$ cat src/rtl/day10_accum_multi.sv
`default_nettype none
// ============================================================================
// Module      : day10_accum_multi
// Description : Per-machine result accumulator for the day-10 solver.
//               Sums NUM_PARTS unsigned press counts per accepted item into
//               NUM_PARTS accumulators, counts accepted items and keeps a
//               sticky per-channel overflow flag. One registered input stage
//               feeds the adders; a three-state controller (ACCUM, DRAIN,
//               DONE) tracks job progress.
// Options     : SATURATE_EN - when defined, an overflowing channel clamps to
//               all-ones until load/reset; otherwise it wraps modulo
//               2^ACC_WIDTH. The overflow flags are the same in both builds.
// Revision    : 1.0 - initial release
// ============================================================================
module day10_accum_multi #(
    parameter int NUM_PARTS   = 2,
    parameter int IN_WIDTH    = 32,
    parameter int ACC_WIDTH   = 64,
    parameter int COUNT_WIDTH = 32
) (
    input  logic                           clock,
    input  logic                           clear_n,
    input  logic                           load,
    input  logic                           item_valid,
    input  logic                           item_last,
    input  logic [NUM_PARTS*IN_WIDTH-1:0]  item_data,
    output logic                           ready,
    output logic                           done_,
    output logic [NUM_PARTS*ACC_WIDTH-1:0] results,
    output logic [COUNT_WIDTH-1:0]         item_count,
    output logic [NUM_PARTS-1:0]           overflow
);

    // Controller state encoding
    localparam logic [1:0] c_ST_ACCUM = 2'd0;
    localparam logic [1:0] c_ST_DRAIN = 2'd1;
    localparam logic [1:0] c_ST_DONE  = 2'd2;

    localparam logic [COUNT_WIDTH-1:0] c_COUNT_ONE = COUNT_WIDTH'(1);

    // Controller and job status
    logic [1:0]                     r_state;
    logic                           r_done;

    // Stage-1 capture of the accepted item
    logic                           r_s1_valid;
    logic                           r_s1_last;
    logic [NUM_PARTS*IN_WIDTH-1:0]  r_s1_data;

    // Accumulators, item counter and sticky overflow flags
    logic [NUM_PARTS*ACC_WIDTH-1:0] r_acc;
    logic [COUNT_WIDTH-1:0]         r_count;
    logic [NUM_PARTS-1:0]           r_overflow;

    // Next-value datapath
    logic                           w_ready;
    logic                           w_accept;
    logic [NUM_PARTS*ACC_WIDTH-1:0] w_next_acc;
    logic [NUM_PARTS-1:0]           w_carry;

    // A load in the same cycle always wins over an incoming item, so ready
    // has to drop combinationally with load.
    assign w_ready  = (r_state == c_ST_ACCUM) && !load;
    assign w_accept = item_valid && w_ready;

    // Per-channel adder: zero-extended input plus one carry bit to detect
    // overflow out of the accumulator MSB.
    genvar gi;
    generate
        for (gi = 0; gi < NUM_PARTS; gi++) begin : g_chan
            logic [ACC_WIDTH:0] w_sum;

            assign w_sum = {1'b0, r_acc[gi*ACC_WIDTH +: ACC_WIDTH]}
                         + {{(ACC_WIDTH-IN_WIDTH+1){1'b0}},
                            r_s1_data[gi*IN_WIDTH +: IN_WIDTH]};

            assign w_carry[gi] = w_sum[ACC_WIDTH];

`ifdef SATURATE_EN
            // Once clamped, any non-zero add carries again, so the channel
            // stays pinned at all-ones until the next load or reset.
            assign w_next_acc[gi*ACC_WIDTH +: ACC_WIDTH] =
                w_sum[ACC_WIDTH] ? {ACC_WIDTH{1'b1}} : w_sum[ACC_WIDTH-1:0];
`else
            assign w_next_acc[gi*ACC_WIDTH +: ACC_WIDTH] = w_sum[ACC_WIDTH-1:0];
`endif
        end
    endgenerate

    // Input stage capture: holds the item accepted on the previous edge.
    always_ff @(posedge clock) begin
        if (!clear_n || load) begin
            r_s1_valid <= 1'b0;
            r_s1_last  <= 1'b0;
            r_s1_data  <= '0;
        end else begin
            r_s1_valid <= w_accept;
            if (w_accept) begin
                r_s1_last <= item_last;
                r_s1_data <= item_data;
            end
        end
    end

    // Accumulate the staged item into every channel and count it.
    always_ff @(posedge clock) begin
        if (!clear_n || load) begin
            r_acc      <= '0;
            r_count    <= '0;
            r_overflow <= '0;
        end else if (r_s1_valid) begin
            r_acc      <= w_next_acc;
            r_count    <= r_count + c_COUNT_ONE;
            r_overflow <= r_overflow | w_carry;
        end
    end

    // Job controller with registered done flag.
    always_ff @(posedge clock) begin
        if (!clear_n || load) begin
            r_state <= c_ST_ACCUM;
            r_done  <= 1'b0;
        end else begin
            case (r_state)
                c_ST_ACCUM: begin
                    // The final item is in stage 1 after this edge; it lands
                    // in the accumulators on the next one.
                    if (w_accept && item_last) begin
                        r_state <= c_ST_DRAIN;
                    end
                    r_done <= 1'b0;
                end
                c_ST_DRAIN: begin
                    // Stage 1 always holds the final item while draining, so
                    // this edge completes the job and results become final.
                    if (r_s1_valid && r_s1_last) begin
                        r_state <= c_ST_DONE;
                        r_done  <= 1'b1;
                    end
                end
                c_ST_DONE: begin
                    r_done <= 1'b1;
                end
                default: begin
                    r_state <= c_ST_ACCUM;
                    r_done  <= 1'b0;
                end
            endcase
        end
    end

    assign ready      = w_ready;
    assign done_      = r_done;
    assign results    = r_acc;
    assign item_count = r_count;
    assign overflow   = r_overflow;

endmodule
`default_nettype wire
$ cat config.mk
export PLATFORM = sky130hd
export DESIGN_NAME = day10_accum_multi
export DESIGN_NICKNAME = d
export VERILOG_FILES = /design/src/rtl/day10_accum_multi.sv
export SDC_FILE = /design/constraint.sdc
export NUM_CORES = 1
export LEC_CHECK = 0
export ABC_AREA = 1
export BUFFER_PORTS_ARGS = -buffer_cell sky130_fd_sc_hd__buf_2
export CAP_MARGIN = 30
export CORE_MARGIN = 2
export CORE_UTILIZATION = 50
export CTS_CLUSTER_SIZE = 24
export DETAILED_ROUTE_END_ITERATION = 7
export PLACE_DENSITY = 0.79
export SLEW_MARGIN = 20
export SYNTH_ARGS = -nofsm -noshare
export SYNTH_HDL_FRONTEND = slang
export SYNTH_SLANG_ARGS = --single-unit
$ cat constraint.sdc
create_clock -name clock -period 3.2 [get_ports clock]
set_clock_uncertainty 0.15 [all_clocks]
set_input_delay 0.32 -clock clock [delete_from_list [all_inputs] [get_ports clock]]
set_output_delay 0.32 -clock clock [all_outputs]
set_load 0.01 [all_outputs]
Word-level counts from Yosys, hierarchy flattened
Cells that the tools add are included.
W data, S select, Z words.

word-level totals
  bits in registers = 231
  bits of input ports = 69
  output and inout port bits = 164
  logic and storage cells = 31

operators by class
  add/sub/neg operators = 3
  eq/ne operators = 4
  mux-type cells = 5
  bitwise logic cells = 2
  reductions and logical operators = 9

operators by type and width
  kind                     number
  $add A64 B32 Y65         2
  $add A32 B1 Y32 const B  1
  $pmux W2 S3              1
  $logic_and A1 B1 Y1      4
  $mux W2                  2
  $reduce_and A3 Y1        1
  $eq A2 B1 Y1 const B     1
  $eq A2 B2 Y1 const B     1
  $logic_not A1 Y1         2
  $logic_not A2 Y1         1
  $ne A2 B1 Y1 const B     1
  $ne A2 B2 Y1 const B     1
  $or A2 B2 Y2             1
  $pmux W1 S2              1
  $logic_or A1 B1 Y1       1
  $mux W1                  1
  $not A1 Y1               1

Depth between registers and ports, before layout
Gate-level depths: netlist of the first run.

  depth after elaboration = 6
  mapped depth = 15
  depth with buffers taken out = 15

Worst setup path after synthesis of the first run
No wires, ideal clock.

  kind = reg-to-reg
  from = register r_acc[0], in the netlist results[0]
  to = register r_acc[44], in the netlist results[44]
  library setup time = 115 ps
  data arrival time = 1811 ps
  data required time = 2935 ps
  path slack = 1124 ps
  stages on the path, launching flop included = 13
  path buffers = 0
  clock period less this slack = 2076 ps
  cell sequence = dfxtp_1 > ha_1 > fa_1 > nand3_1 > nand3_2 > nand2_1 > nand2_2 > nand2_1 > nand2_1 > nand2_1 > nand3_2 > a21oi_1 > nor2_1

between the ends
  word-level cells in the longest chain between the ends = 1

ends and longest elaborated chain
  item                    line  source
  from (decl)             51    logic [NUM_PARTS*ACC_WIDTH-1:0] r_acc;
  from (signal assigned)  112   r_acc <= w_next_acc;
  $add A64 B32 Y65        74    + {{(ACC_WIDTH-IN_WIDTH+1){1'b0}},

Every way passes these cells.
A chain may end at the register's enable or synchronous reset.

Worst setup path in the final report of the first run
  from = register r_acc[64], in the netlist results[64]
  to = register r_acc[110], in the netlist results[110]

The elaborated chain is that of the path after synthesis.

==> results.py, run 1 <==
metrics = {
    "die": {
        "rows": 66,
        "die_height_um": 184,
        "dieWidth_um": 184,
        "io_pins": 233,
        "die_area_um2": 34000,
        "core-area_um2": 32300,
        "start_util_pct": 50.4,
    },
    "drt": {
        "drt_iter0_drc": 1428,
        "routed_wl_um": 53100,
        "route.detailed.drc": 0,
        "drt-vias-per-instance": 5.13,
        "ant_nets": 0,
        "routedWlPerCell_um": 15.2,
        "dr_total_vias": 18000,
        "first_pass_iters": 6,
    },
    "timing": {
        "fin_crit_sh_pct": 77.8,
        "rsz0062_at_grt": "no",
        "slew_viol_final": 0,
        "tns_ns": 0,
        "max_freq_ghz": 0.402,
        "setup_viol": 0,
        "worstMarginPinSlew_ns": 0.892,
        "relSlewSlack_pct": 40.4,
        "post-route-min-period_ns": 2.49,
        "hold_viol": 0,
    },
    "synth": {
        "synth-seq-area-share_pct": 28.4,
        "synth.avg_cell_area_um2": 5.87,
        "synth-simple-area-share_pct": 43.1,
        "yosysWarnings": 0,
        "synth.area.mux_share_pct": 0,
        "synth_area_um2": 16300,
        "yosys_register_bits": 231,
        "syn-num-nets": 2914,
        "synth_compound_area_share_pct": 8.74,
        "synth_top_family_by_area": "simple AND/OR/NAND/NOR gates",
        "synthFlopType": "dfxtp_1",
        "yosys.area.top_type": "dfxtp_1",
        "synth_area_leaders": "dfxtp_1 (28%), nand2_1 (21%), inv_1 (10%)",
        "synthDistinctLibCells": 40,
        "synthCells": 2773,
        "yosys.area.top_type_share_pct": 28.4,
        "synth-adder-area-share_pct": 5.63,
        "synth-xor-area-share_pct": 1.88,
        "synth_edf_count": 0,
        "ys_async_sr_fraction_pct": 0,
    },
    "final_layout": {
        "n_antenna_cell": 0,
        "most-common-layout-cells": "nand2_1 (898), inv_1 (449), nor2_1 (370)",
        "area_growth_pct": 18.9,
        "drive_gt1_share_pct": 13.3,
        "final_common_cell": "nand2_1",
        "fin_cells": 3504,
        "nFillCells": 3170,
        "layout.nets": 3188,
    },
    "power": {
        "combPwrFrac_pct": 8.6,
        "netSwitchingPower_mw": 1.59,
        "p_clk_share_pct": 45.7,
        "power.leakage_nw": 9.95,
        "sw_frac_of_total_pct": 24.6,
        "power_mw": 6.47,
        "intPower_mw": 4.88,
        "p_per_area_nw_per_um2": 334,
        "vdd_drop_max_uv": 393,
        "power_frac_seq_pct": 45.7,
    },
    "global_route": {
        "overflow": 0,
        "grtUsageMet3_pct": 5.71,
        "use_met2_pct": 48.2,
        "grt_max_degree": 92,
        "grt_first_pass_wirelength_um": 83000,
        "grt.met1_usage_pct": 41.0,
        "grt_use_total_pct": 30.3,
        "grt_busiest_layer": "met2",
        "antenna_found_initial": 0,
        "first_global_vias": 16400,
    },
    "worst_setup_path": {
        "critPathLaunchType": "register",
        "crit_type": "reg2reg",
        "path_max_fanout": 4,
        "end_kind": "register",
        "required_ns": 3.48,
        "critPathArrivalTime_ns": 2.77,
    },
    "run_status": {
        "status": "finished, final reports clean",
    },
    "worst_hold_path": {
        "hp-class": "in2reg",
    },
    "clock_tree": {
        "cts.sinks": 231,
        "postCtsSetupBuffers": 0,
        "clkSlewWorstSetupHoldPaths_ns": 0.06,
        "cts_inserted_buffers": 27,
        "cts_tree": "done",
        "cts_buffer_depth": 3,
        "insertion_delay_ns": 0.55,
        "ctsRootBufferMaster": "clkbuf_16",
        "cts.htree.levels": 1,
    },
    "place": {
        "port_buffers": 232,
        "gp_congestion": 0.997,
        "placedCellCount": 3393,
        "hpwlAfterDp_um": 40400,
    },
    "run": {
        "drv_cap": 0,
    },
}
[worst max-delay path: stages (launching register included)]
cell,delay (ns)
dfxtp_1,0.32
ha_1,0.24
fa_1,0.43
nand3_1,0.12
nand3_2,0.13
nand2_1,0.09
nand2_1,0.16
nand2_1,0.10
nand2_1,0.17
nand2_1,0.14
nand3_2,0.11
a21oi_1,0.15
nor2_1,0.06
[metal layers]
layer | up-vias | wire (µm)
met5 | - | 0
met4 | 0 | 1840
met3 | 126 | 4580
met2 | 721 | 22700
met1 | 7976 | 24000
li1 | 9150 | -
[cell usage after synthesis (26+ instances only)]
master,instances
nor2_1,371
xor2_1,34
dfxtp_1,231
o21ai_0,61
clkbuf_1,34
a21oi_1,203
nand2_2,32
nand2_1,899
nand3_1,150
ha_1,70
nand4_1,46
nor2_2,41
inv_1,451
nand3_2,27
nor3_1,26
[metrics by stage]
| stage | worst slack, ns | hold WS, ns | cell area (µm²) | util, % |
|---|---|---|---|---|
| 6_report | 0.711 | 0.115 | 19300 | 59.9 |
| 3_3_place_gp | 0.804 | 0.289 | 17800 | 55.2 |
| 2_1_floorplan | 1.12 | 0.295 | 16300 | - |
| 3_5_place_dp | 0.734 | 0.296 | 17800 | 55.2 |
| 4_1_cts | 0.702 | 0.125 | 19300 | 59.8 |
| 5_1_grt | 0.494 | 0.156 | 19300 | 59.9 |
[flip-flops by register name (all words and copies together) (netlist names)]
signal	count
done_	1
r_s1_data	64
results	128
r_state	2
overflow	2
r_s1_last	1
r_s1_valid	1
item_count	32
[logic make-up after synthesis]
group	after synthesis
buf+inv	524
fa+ha+maj	72
simple gates	1633
xor+xnor	35
flops	231
compound gates	278
[final timing paths]
path	start	cells past startpoint	slack, ns	to
worst min-delay path	load	4	0.12	overflow[1]
worst max register to register	results[64]	12	0.71	results[110]
worst min register to register	overflow[0]	2	0.31	overflow[0]
worst max-delay path	results[64]	12	0.71	results[110]
[power groups by stage]
stage,clock (mW),combinational (mW),sequential [mW]
3_5_place_dp,0,0.487,3.02
2_1_floorplan,0,0.314,3.01
6_report,2.96,0.559,2.95
3_3_place_gp,0,0.475,3.01
5_1_grt,3.12,0.618,2.96
4_1_cts,3.00,0.551,2.95
[repair_timing]
| item | 4_1_cts | 5_1_grt |
|---|---|---|
| gates resized for setup | 0 | 0 |
| endpoints found under the hold margin | 66 | 0 |
| hold buffers | 66 | 0 |
[area by class of cell]
class,instances,area [µm²],area share [%]
multi-input cells,2018,9670,50.0
flip-flops and latches,231,4630,23.9
repair buffers,309,1950,10.1
inverters,460,1730,8.94
clock buffers,39,741,3.83
well taps,442,553,2.86
clock inverters,5,77.6,0.401
Note: power is estimated with default switching activity, not from simulation.
==> inputs of run 2 (changes only) <==
==> constraint.sdc (replaced) <==
create_clock -name clock -period 2.38 [get_ports clock]
set_clock_uncertainty 0.15 [all_clocks]
set_input_delay 0.238 -clock clock [delete_from_list [all_inputs] [get_ports clock]]
set_output_delay 0.238 -clock clock [all_outputs]
set_load 0.01 [all_outputs]
==> results.py, run 2 (same netlist as run 1, synthesis figures left out) <==
metrics = {
    "run_status": {
        "status": "finished, final reports clean",
    },
    "final_layout": {
        "fin_cells": 3566,
        "final_util_pct": 62.2,
        "largest_reg_flops": 128,
        "drive_gt1_share_pct": 16.0,
        "final_common_cell": "nand2_1",
        "most-common-layout-cells": "nand2_1 (889), inv_1 (449), nor2_1 (362)",
        "final_cell_area_um2": 20100,
        "layout.nets": 3247,
        "area_growth_pct": 23.4,
        "n_antenna_cell": 0,
        "nFillCells": 3115,
    },
    "drt": {
        "drt-vias-per-instance": 5.16,
        "first_pass_iters": 6,
        "routedWlPerCell_um": 15.7,
        "route.detailed.drc": 0,
        "ant_nets": 0,
        "drt_iter0_drc": 1412,
        "dr_total_vias": 18400,
        "routed_wl_um": 56100,
    },
    "place": {
        "placedCellCount": 3450,
        "hpwlAfterDp_um": 42700,
        "gp_congestion": 0.976,
        "port_buffers": 232,
        "postPlaceCellArea_um2": 18300,
    },
    "die": {
        "die_height_um": 184,
        "io_pins": 233,
        "dieWidth_um": 184,
        "die_area_um2": 34000,
        "core-area_um2": 32300,
        "start_util_pct": 50.4,
        "rows": 66,
    },
    "worst_setup_path": {
        "crit_chain": "ha_1 -> buf_4 -> nand2_1 -> inv_1 -> nand2_1 -> nand2_1 -> a21oi_1 -> nand3_2 -> nand2_1 -> nand2_2 -> nand3_1 -> nand2_1 -> nor2_1",
        "end_kind": "register",
        "required_ns": 2.73,
        "max_stage_delay_ns": 0.34,
        "cp_common_cell": "nand2_1",
        "r2r_cells": 13,
        "crit_type": "reg2reg",
        "r2r-start": "results[86]",
        "worst-path-buf-inv": 2,
        "cp_top_family": "simple AND/OR/NAND/NOR gates",
        "reg2reg_slack_ns": 0.1,
        "r2r-end": "results[120]",
        "path_max_fanout": 4,
        "critPathArrivalTime_ns": 2.63,
        "critPathSlowestCell": "ha_1",
        "critPathLaunchType": "register",
    },
    "power": {
        "power.leakage_nw": 10.4,
        "p_per_area_nw_per_um2": 467,
        "power_mw": 9.38,
        "vdd_drop_max_uv": 535,
    },
    "clock_tree": {
        "insertion_delay_ns": 0.56,
        "cts_inserted_buffers": 28,
        "ctsRootBufferMaster": "clkbuf_16",
        "cts.htree.levels": 1,
        "clkSlewWorstSetupHoldPaths_ns": 0.06,
        "cts.sinks": 231,
        "cts_buffer_depth": 3,
        "cts_tree": "done",
    },
    "timing": {
        "max_freq_ghz": 0.438,
        "relSlewSlack_pct": 51.2,
        "post-route-min-period_ns": 2.28,
        "hold_viol": 0,
        "setup_viol": 0,
        "whs_ns": 0.0486,
        "fin_crit_sh_pct": 95.9,
        "worstMarginPinSlew_ns": 0.726,
        "slew_viol_final": 0,
    },
    "worst_hold_path": {
        "hold_end": "r_s1_valid",
        "hp-class": "in2reg",
        "worstHoldStart": "item_valid",
        "whs_path_depth": 4,
    },
    "run": {
        "drv_cap": 0,
    },
    "global_route": {
        "overflow": 0,
        "antenna_found_initial": 0,
        "grt_use_total_pct": 32.1,
        "grt_first_pass_wirelength_um": 87200,
        "first_global_vias": 17000,
        "grt_max_degree": 92,
    },
}
==> run 2: cell count changes in the layout (fill, tap and decap cells not counted), sizes merged <==
cell	change
buf	+57
clkinv	+4
bufinv	+3
clkbuf	-3
dlygate4sd3	+1
==> run 2: worst max path at each step <==
stage / start / endpoint / slack, ns / cells after the start
final: results[86] / results[120] / 0.1 / 13
after global routing: results[15] / results[52] / -0.003 / 14
after CTS: results[0] / results[62] / 0.01 / 12
after detailed placement: results[64] / results[92] / -0.01 / 14
after global placement: results[64] / results[92] / 0.04 / 14
after floorplan: results[0] / results[44] / 0.30 / 12
==> run 2: power breakdown <==
part	internal, mW	switching, mW
sequential	3.92	0.0427
clock	2.84	1.77
combinational	0.327	0.479
total	7.09	2.30
==> run 2: metal layers <==
layer	part of all wire (%)	vias up	GRT usage, %
met3	8.0	116	5.14
met2	45	751	53.0
met5	0	-	0
met4	3.4	0	11.5
li1	-	9269	-
met1	44	8268	42.2
==> run 2: per-stage QoR <==
step,worst slack [ns],TNS (ns)
2_1_floorplan,0.304,0
3_3_place_gp,0.0397,0
3_5_place_dp,-0.0143,-0.0157
4_1_cts,0.0131,0
5_1_grt,-0.00344,-0.00344
6_report,0.0987,0
==> run 2: repair_timing <==
item,4_1_cts,5_1_grt
setup buffers,0,1
gates resized for setup,3,28
endpoints found under the hold margin,66,0
setup endpoints to repair,5,62
hold buffers,67,0
==> run 2: final cells by class <==
cell class | count | area [µm²] | area share, %
clock inverters | 12 | 191 | 0.953
well taps | 442 | 553 | 2.75
inverters | 460 | 1730 | 8.61
flip-flops and latches | 231 | 4630 | 23.0
multi-input cells | 2018 | 9760 | 48.6
repair buffers | 367 | 2440 | 12.2
clock buffers | 36 | 782 | 3.89
==> run 2: tightest hold or removal path: cells and delay by family <==
| family | cells | cell delay, ns |
|---|---|---|
| buf+inv | 2 | 0.30 |
| simple gates | 2 | 0.18 |
